### config.mk
export PLATFORM = sky130hd
export DESIGN_NAME = release_req_queue
export DESIGN_NICKNAME = d
export VERILOG_FILES = /design/src/rtl/release_pkg.sv /design/src/rtl/release_req_slot.sv /design/src/rtl/release_req_queue.sv
export SDC_FILE = /design/constraint.sdc
export NUM_CORES = 2
export LEC_CHECK = 0
export ABC_AREA = 1
export BUFFER_PORTS_ARGS = -buffer_cell sky130_fd_sc_hd__buf_2
export CELL_PAD_IN_SITES_DETAIL_PLACEMENT = 2
export CELL_PAD_IN_SITES_GLOBAL_PLACEMENT = 2
export CORE_MARGIN = 2
export CORE_UTILIZATION = 39
export CTS_CLUSTER_DIAMETER = 150
export DETAILED_ROUTE_END_ITERATION = 10
export GPL_TIMING_DRIVEN = 0
export PLACE_DENSITY = 0.78
export SLEW_MARGIN = 20
export SYNTH_ARGS = -nofsm -noshare
export SYNTH_HDL_FRONTEND = slang
export SYNTH_SLANG_ARGS = --single-unit
### constraint.sdc
create_clock -name clock -period 63.5 [get_ports clock]
set_input_delay 6.35 -clock clock [delete_from_list [all_inputs] [get_ports clock]]
set_output_delay 6.35 -clock clock [all_outputs]
set_load 0.02 [all_outputs]
### src/rtl/release_pkg.sv
// Shared definitions for the release request queue.
//   - Physical address, line data and line-offset widths.
//   - TileLink shrink/report param encodings carried with each request.
//   - Request record stored per queue slot.
//   - Dequeue-side state encoding.
package release_pkg;

    localparam int ADDR_W   = 36;
    localparam int DATA_W   = 512;
    localparam int OFFSET_W = 6;

    // Shrink params (Release) followed by report params (ProbeAck).
    localparam logic [2:0] PARAM_TTOB = 3'd0;
    localparam logic [2:0] PARAM_TTON = 3'd1;
    localparam logic [2:0] PARAM_BTON = 3'd2;
    localparam logic [2:0] PARAM_TTOT = 3'd3;
    localparam logic [2:0] PARAM_BTOB = 3'd4;
    localparam logic [2:0] PARAM_NTON = 3'd5;

    typedef struct packed {
        logic [ADDR_W-1:0] addr;
        logic [2:0]        param;
        logic              voluntary;
        logic              hasData;
        logic              dirty;
        logic [DATA_W-1:0] data;
    } release_req_t;

    typedef enum logic {
        DEQ_IDLE,
        DEQ_WAIT_FINISH
    } deq_state_e;

endpackage

### src/rtl/release_req_slot.sv
// One storage entry of the release request queue.
//   clock, reset : clock and async active-low reset (clears valid only)
//   wr_en/wr_req : load the request and mark the slot occupied
//   clr_en       : release the slot once its writeback has finished
//   cmp_line     : line address (offset stripped) of the miss-path query
//   valid/req    : slot state and stored request
//   hit          : slot occupied and holding the queried line
module release_req_slot
    import release_pkg::*;
(
    input  logic                       clock,
    input  logic                       reset,
    input  logic                       wr_en,
    input  release_req_t               wr_req,
    input  logic                       clr_en,
    input  logic [ADDR_W-OFFSET_W-1:0] cmp_line,
    output logic                       valid,
    output release_req_t               req,
    output logic                       hit
);

    // A write wins over a clear; the top never asks for both on one slot.
    always_ff @(posedge clock or negedge reset) begin
        if (!reset)
            valid <= 1'b0;
        else if (wr_en)
            valid <= 1'b1;
        else if (clr_en)
            valid <= 1'b0;
    end

    // Payload is qualified by valid, so it carries no reset.
    always_ff @(posedge clock) begin
        if (wr_en)
            req <= wr_req;
    end

    assign hit = valid & (req.addr[ADDR_W-1:OFFSET_W] == cmp_line);

endmodule

### src/rtl/release_req_queue.sv
// FIFO of writeback/release requests feeding the single-entry release unit.
//   clock, reset        : clock and async active-low reset
//   io_enq_*            : request from the DCache eviction/probe paths
//   io_deq_*            : head request offered to the release unit
//   io_finish           : release unit done with the in-flight head
//   io_block_addr/_hit  : miss-path query against every occupied slot
//   io_count            : number of occupied slots
// The head slot stays occupied while in flight so the block query keeps
// protecting the line until the release unit reports completion.
module release_req_queue #(
    parameter int ENTRIES  = 4,
    parameter int ADDR_W   = release_pkg::ADDR_W,
    parameter int DATA_W   = release_pkg::DATA_W,
    parameter int OFFSET_W = release_pkg::OFFSET_W
) (
    input  logic                         clock,
    input  logic                         reset,
    output logic                         io_enq_ready,
    input  logic                         io_enq_valid,
    input  logic [ADDR_W-1:0]            io_enq_bits_addr,
    input  logic [2:0]                   io_enq_bits_param,
    input  logic                         io_enq_bits_voluntary,
    input  logic                         io_enq_bits_hasData,
    input  logic                         io_enq_bits_dirty,
    input  logic [DATA_W-1:0]            io_enq_bits_data,
    input  logic                         io_deq_ready,
    output logic                         io_deq_valid,
    output logic [ADDR_W-1:0]            io_deq_bits_addr,
    output logic [2:0]                   io_deq_bits_param,
    output logic                         io_deq_bits_voluntary,
    output logic                         io_deq_bits_hasData,
    output logic                         io_deq_bits_dirty,
    output logic [DATA_W-1:0]            io_deq_bits_data,
    input  logic                         io_finish,
    input  logic [ADDR_W-1:0]            io_block_addr,
    output logic                         io_block_hit,
    output logic [$clog2(ENTRIES+1)-1:0] io_count
);
    import release_pkg::*;

    localparam int PTR_W = $clog2(ENTRIES);
    localparam int CNT_W = $clog2(ENTRIES + 1);

    deq_state_e         state, state_n;
    logic [PTR_W-1:0]   head, tail;
    logic [CNT_W-1:0]   count;
    logic               in_flight;
    logic               enq_fire, deq_fire, fin_fire;
    logic [ENTRIES-1:0] slot_valid, slot_hit;
    release_req_t       slot_req [ENTRIES];
    release_req_t       enq_req, head_req;
    logic               unused_block_offset;

    assign enq_req = '{addr:      io_enq_bits_addr,
                       param:     io_enq_bits_param,
                       voluntary: io_enq_bits_voluntary,
                       hasData:   io_enq_bits_hasData,
                       dirty:     io_enq_bits_dirty,
                       data:      io_enq_bits_data};

    // Ready looks only at the registered count: a full queue cannot take a
    // new request in the cycle the head finishes.
    assign io_enq_ready = (count != CNT_W'(ENTRIES));
    assign enq_fire     = io_enq_valid & io_enq_ready;
    assign deq_fire     = io_deq_valid & io_deq_ready;

    // Dequeue FSM: state register
    always_ff @(posedge clock or negedge reset) begin
        if (!reset)
            state <= DEQ_IDLE;
        else
            state <= state_n;
    end

    // Dequeue FSM: next state
    always_comb begin
        state_n = state;
        case (state)
            DEQ_IDLE:        if (deq_fire)  state_n = DEQ_WAIT_FINISH;
            DEQ_WAIT_FINISH: if (io_finish) state_n = DEQ_IDLE;
            default:                        state_n = DEQ_IDLE;
        endcase
    end

    // Dequeue FSM: outputs. Finish outside WAIT_FINISH has no effect.
    always_comb begin
        in_flight    = (state == DEQ_WAIT_FINISH);
        io_deq_valid = slot_valid[head] & ~in_flight;
        fin_fire     = in_flight & io_finish;
    end

    always_ff @(posedge clock or negedge reset) begin
        if (!reset) begin
            head  <= '0;
            tail  <= '0;
            count <= '0;
        end else begin
            if (enq_fire) tail <= tail + PTR_W'(1);
            if (fin_fire) head <= head + PTR_W'(1);
            case ({enq_fire, fin_fire})
                2'b10:   count <= count + CNT_W'(1);
                2'b01:   count <= count - CNT_W'(1);
                default: count <= count;
            endcase
        end
    end

    for (genvar i = 0; i < ENTRIES; i++) begin : g_slot
        release_req_slot u_slot (
            .clock    (clock),
            .reset    (reset),
            .wr_en    (enq_fire & (tail == PTR_W'(i))),
            .wr_req   (enq_req),
            .clr_en   (fin_fire & (head == PTR_W'(i))),
            .cmp_line (io_block_addr[ADDR_W-1:OFFSET_W]),
            .valid    (slot_valid[i]),
            .req      (slot_req[i]),
            .hit      (slot_hit[i])
        );
    end

    assign unused_block_offset = ^io_block_addr[OFFSET_W-1:0];

    assign head_req              = slot_req[head];
    assign io_deq_bits_addr      = head_req.addr;
    assign io_deq_bits_param     = head_req.param;
    assign io_deq_bits_voluntary = head_req.voluntary;
    assign io_deq_bits_hasData   = head_req.hasData;
    assign io_deq_bits_dirty     = head_req.dirty;
    assign io_deq_bits_data      = head_req.data;

    assign io_block_hit = |slot_hit;
    assign io_count     = count;

    a_finish_in_flight: assert property (@(posedge clock) disable iff (!reset)
        io_finish |-> in_flight);

endmodule
-- Word level (Yosys, flattened, before mapping)
Index checks and enable logic that the tools add are counted.
W data, S select, Z words.
- bits in registers: 2228
- output and inout bits: 560
- bits in writable memories: 0
- memories kept: 0
- latch bits: 0
- logic and storage cells: 94
- memory bits (read-only): 0
- bitwise gates (word level): 18
- shift-type cells: 0
- equality and inequality tests: 13
- multipliers: 0
- div/mod/pow operators: 0
- muxes and demuxes: 17
- magnitude comparators: 2
- add/sub/neg operators: 4
- reduce and logical (&&, ||, !) cells: 8
- operators by type and width (operator ; number):
    $bmux W554 S2 ; 1
    $mux W554 ; 2
    $eq A30 B30 Y1 ; 4
    $and A1 B1 Y1 ; 16
    $mux W1 ; 11
    $eq A2 B2 Y1 const B ; 5
    $reduce_bool A2 Y1 ; 5
    $eq A2 B1 Y1 const B ; 3
    $pmux W3 S2 ; 1
    $add A2 B1 Y2 const B ; 2
    $logic_not A2 Y1 ; 2
    $reduce_or A4 Y1 ; 1
    $add A3 B1 Y3 const B ; 1
    $ge A3 B3 Y1 const B ; 1
    $lt A2 B3 Y1 const B ; 1
    $ne A3 B3 Y1 const B ; 1
    $not A2 Y3 ; 1
    $sub A3 B1 Y3 const B ; 1
    $bmux W1 S2 ; 1
    $pmux W1 S2 ; 1
    $not A1 Y1 ; 1

-- Logic depth before layout (Yosys ltp)
- depth in word-level cells: 6
- mapped depth: 11
- depth with buffers taken out: 10

-- By module
Synthesis repeated with hierarchy kept, for this count alone.
- cell total of the unflattened synthesis: 6105
- area, all modules: 84588.6 µm²
- modules (own cells, without submodules) (module ; area each (µm²) ; sequential area each (µm²) ; cells each ; times used):
    release_req_slot ; 17301.6 ; 16661.0 ; 722 ; 4
    release_req_queue ; 15382.3 ; 200.2 ; 3217 ; 1

-- Worst setup path before layout
Ideal clock, no wire load.
- path type: input -> register
- start: input port io_enq_valid
- end: register g_slot[0].u_slot.req[0] in the netlist's numbering, enable pin
- library setup time: 1.483 ns
- arrival: 29.527 ns
- stages on the path: 3
- buffers on the path: 1
- data required time: 62.017 ns
- path slack: 32.490 ns
- cells stage by stage: nand2_1 > buf_2 > nor2_1
- word-level cells in the longest chain between the ends: 2
- ends and longest elaborated chain (what ; RTL line ; source):
    start: declaration ; release_req_queue.sv:19 ; input logic io_enq_valid,
    $and A1 B1 Y1 ; release_req_queue.sv:64 ; assign enq_fire = io_enq_valid & io_enq_ready;
    $and A1 B1 Y1 ; release_req_queue.sv:112 ; .wr_en (enq_fire & (tail == PTR_W'(i))),
    via g_slot[0].u_slot.wr_en ; release_req_slot.sv:13 ; input logic wr_en,
    end signal: assignment ; release_req_slot.sv:35 ; req <= wr_req;
    end: declaration ; release_req_slot.sv:18 ; output release_req_t req,
The timed path passes the listed nets, and every way through them passes these cells.
A chain may end at the register's enable or synchronous reset.

-- Worst setup path after layout
- start: input port io_block_addr[35]
- end: output port io_block_hit
- word-level cells in the longest chain between the ends: 3
- ends and longest elaborated chain (what ; RTL line ; source):
    start: declaration ; release_req_queue.sv:35 ; input logic [ADDR_W-1:0] io_block_addr,
    $eq A30 B30 Y1 ; release_req_slot.sv:38 ; assign hit = valid & (req.addr[ADDR_W-1:OFFSET_W] == cmp_line);
    $and A1 B1 Y1 ; release_req_slot.sv:38 ;
    $reduce_or A4 Y1 (*) ; release_req_queue.sv:132 ; assign io_block_hit = |slot_hit;
    end: declaration ; release_req_queue.sv:36 ; output logic io_block_hit,
Mark *: on every way between the ends. The rest lies on a longest branch, timed or not.

==> results.ini <==
[setup_path]
cp.arrival_ns = 7.89
worstPathMaxFanout = 5
start_kind = primary input
critPathTopFamily = simple AND/OR/NAND/NOR gates
timing.critical_path.mode_cell = nand2_1
worstSetupPathType = primary input to output pin
worstPathCellList = buf_2, inv_1, nand2_1, nand2_1, nor2_1, nand2_1, nor2_1, nand2_1, nor2_1, nor2_1, nand2_1, buf_2
crit_buf_inv = 3
crit_required_ns = 57.15
slowest_delay_ns = 0.25
r2r_slack_ns = 59.83
cpMaxStageDelayCell = buf_2
setup.worst_path.end_class = output pin

[detailed_routing]
vias = 61800
final_antenna_net_count = 0
wl_per_cell_um = 34.9
drtIter0Drc = 6255
via_per_inst = 5.79
firstDrtPassIters = 5
wl_mm = 372
drcViolationCount = 0

[timing]
maxSlewViolCount = 0
fin_tns_setup_ns = 0
setup_violations = 0
fin_crit_sh_pct = 22.4
rsz0062_at_grt = false
clock.fmax_ghz = 0.0702
skew_ns = 0.0787
hold_violations = 0
slew_headroom_pct = 38.0
min_period_ns = 14.24
fin_ws_ns = 49.26
worstMarginPinSlew_ns = 0.931

[synthesis]
ys_seq_area_share_pct = 79.3
synthAdderAreaFrac_pct = 0.157
syn-cell-area_mm2 = 0.0843
yosysWarnings = 0
synthMuxAreaShare_pct = 0
synth-compound-area-share_pct = 11.1
synth-simple-area-share_pct = 6.64
synth_xor_area_share_pct = 0.145
syn_inst = 5973
synth_top_family_by_area = compound AO/OA/AOI/OAI gates
synth_area_per_cell_um2 = 14.1
synth_seq_cells = 2228
yosysUniqueCellTypes = 22
syn_nets = 6578

[finish]
fillCellCount = 20700
post-route-cell-area_mm2 = 0.104
nets = 8091
layout_common_cells = 2216 x edfxtp_1, 1288 x buf_2, 1145 x nor2_1, 1051 x o21ai_0, 526 x o22ai_1
final_layout_size_suffix_gt1_share_pct = 23.8
finish.utilization_pct = 48.6
ff_latch_area_mm2 = 0.0668
area_growth_syn_to_layout_pct = 23.7
multi_input_area_mm2 = 0.0152
final_common_cell = edfxtp_1

[clock_tree]
cts_tree = yes
post_cts.repair.setup_buffers = 0
clkLatencyLatePin_ns = 0.93
clock-root-buffer = clkbuf_16
cts_resized = 0
cts_made_buffers = 231
clk_pin_slew_ns = 0.06
ctsHoldBuffers = 0
clockBufferDepth = 3
htreeDepth = 4
cts_num_sinks = 2228

[die]
ioPinCount = 1155
die_x_um = 469
dieArea_mm2 = 0.220
start_util_pct = 39.3
row_count = 170
dieHeight_um = 469
core_mm2 = 0.215

[power]
p_per_area_mw_per_mm2 = 55.7
total_power_uw = 5810
p_leak_uw = 0.0368
ir_drop_v = 0.0000450

[global_route]
grt_pass1_vias = 66500
grt_overflow = 0
grt_use_total_pct = 32.5
grt_max_degree = 23
grt_pass1_wl_mm = 511
antenna_found_initial = 220

[hold_path]
hold_path_class = flop to flop

[placement]
dp_hpwl_mm = 258
routabilityCongestion = 0.860
portBuffers = 1148
place_area_mm2 = 0.0967
pre_cts_slack_ns = 49.40

[run]
cap_viol_max_count = 0

[outcome]
status = completed

[power by group]
group / switching [µW] / total, µW / internal [µW] / leakage (µW)
Combinational: 1820 / 2440 / 615 / 0.0128
Sequential: 93.4 / 2030 / 1930 / 0.0204
Clock: 619 / 1340 / 725 / 0.00350
[final cells by class]
class                   instances  area share, %
well taps                    2838           3.40
clock inverters               149           1.08
diodes                        140          0.336
plain buffers                 370           1.70
multi-input cells            3248           14.6
clock buffers                 283           5.81
inverters                     127          0.460
flip-flops and latches       2228           64.1
repair buffers               1280           8.52
[metal layers]
metal	wire length, µm	vias to the layer above	GRT usage [%]
met5	856	-	0
met4	24800	140	20.0
met3	32900	940	9.94
met2	185000	3001	54.8
met1	128000	32200	35.9
li1	-	25500	-
[logic make-up after synthesis]
logic type | after synthesis
AOI/OAI and AO/OA | 1735
and+or+nand+nor | 1489
adders and majority gates | 10
buffers and inverters | 497
xor gates and xnor gates | 14
DFF | 2228
[through the flow]
stage,instances,hold WS (ns)
after floorplan,5973,0.468
after global placement,9959,0.487
after detailed placement,10100,0.510
after CTS,10500,0.536
after global routing,10600,0.555
final,10700,0.539
[worst paths after layout]
path | endpoint | cells after the start | from
worst min-delay path | io_count[2] | 1 | io_count[2]
max in group asynchronous | g_slot[0].u_slot.valid | 1 | reset
min in group asynchronous | io_count[2] | 1 | reset
worst min register to register | io_count[2] | 1 | io_count[2]
worst max register to register | g_slot[1].u_slot.req[226] | 10 | io_count[0]
worst max-delay path | io_block_hit | 12 | io_block_addr[35]
[state kept, by name, summed over array words and instances (netlist names)]
signal               flops
g_slot.u_slot.valid      4
io_count                 3
head                     2
g_slot.u_slot.req     2216
tail                     2
in_flight                1
[cell usage after synthesis, drive strengths merged]
master,n,area share (%)
a21oi,81,0.48
buf,169,1.1
clkbuf,201,0.99
clkinv,1,0.0044
dfrtp,12,0.36
edfxtp,2216,79
fa,1,0.024
ha,9,0.13
inv,126,0.56
nand2,335,1.5
nand3,5,0.030
nor2,1149,5.1
o21ai,1128,6.7
o22ai,526,3.9
xnor2,10,0.10
xor2,4,0.042
(Power assumes the default switching activity.)
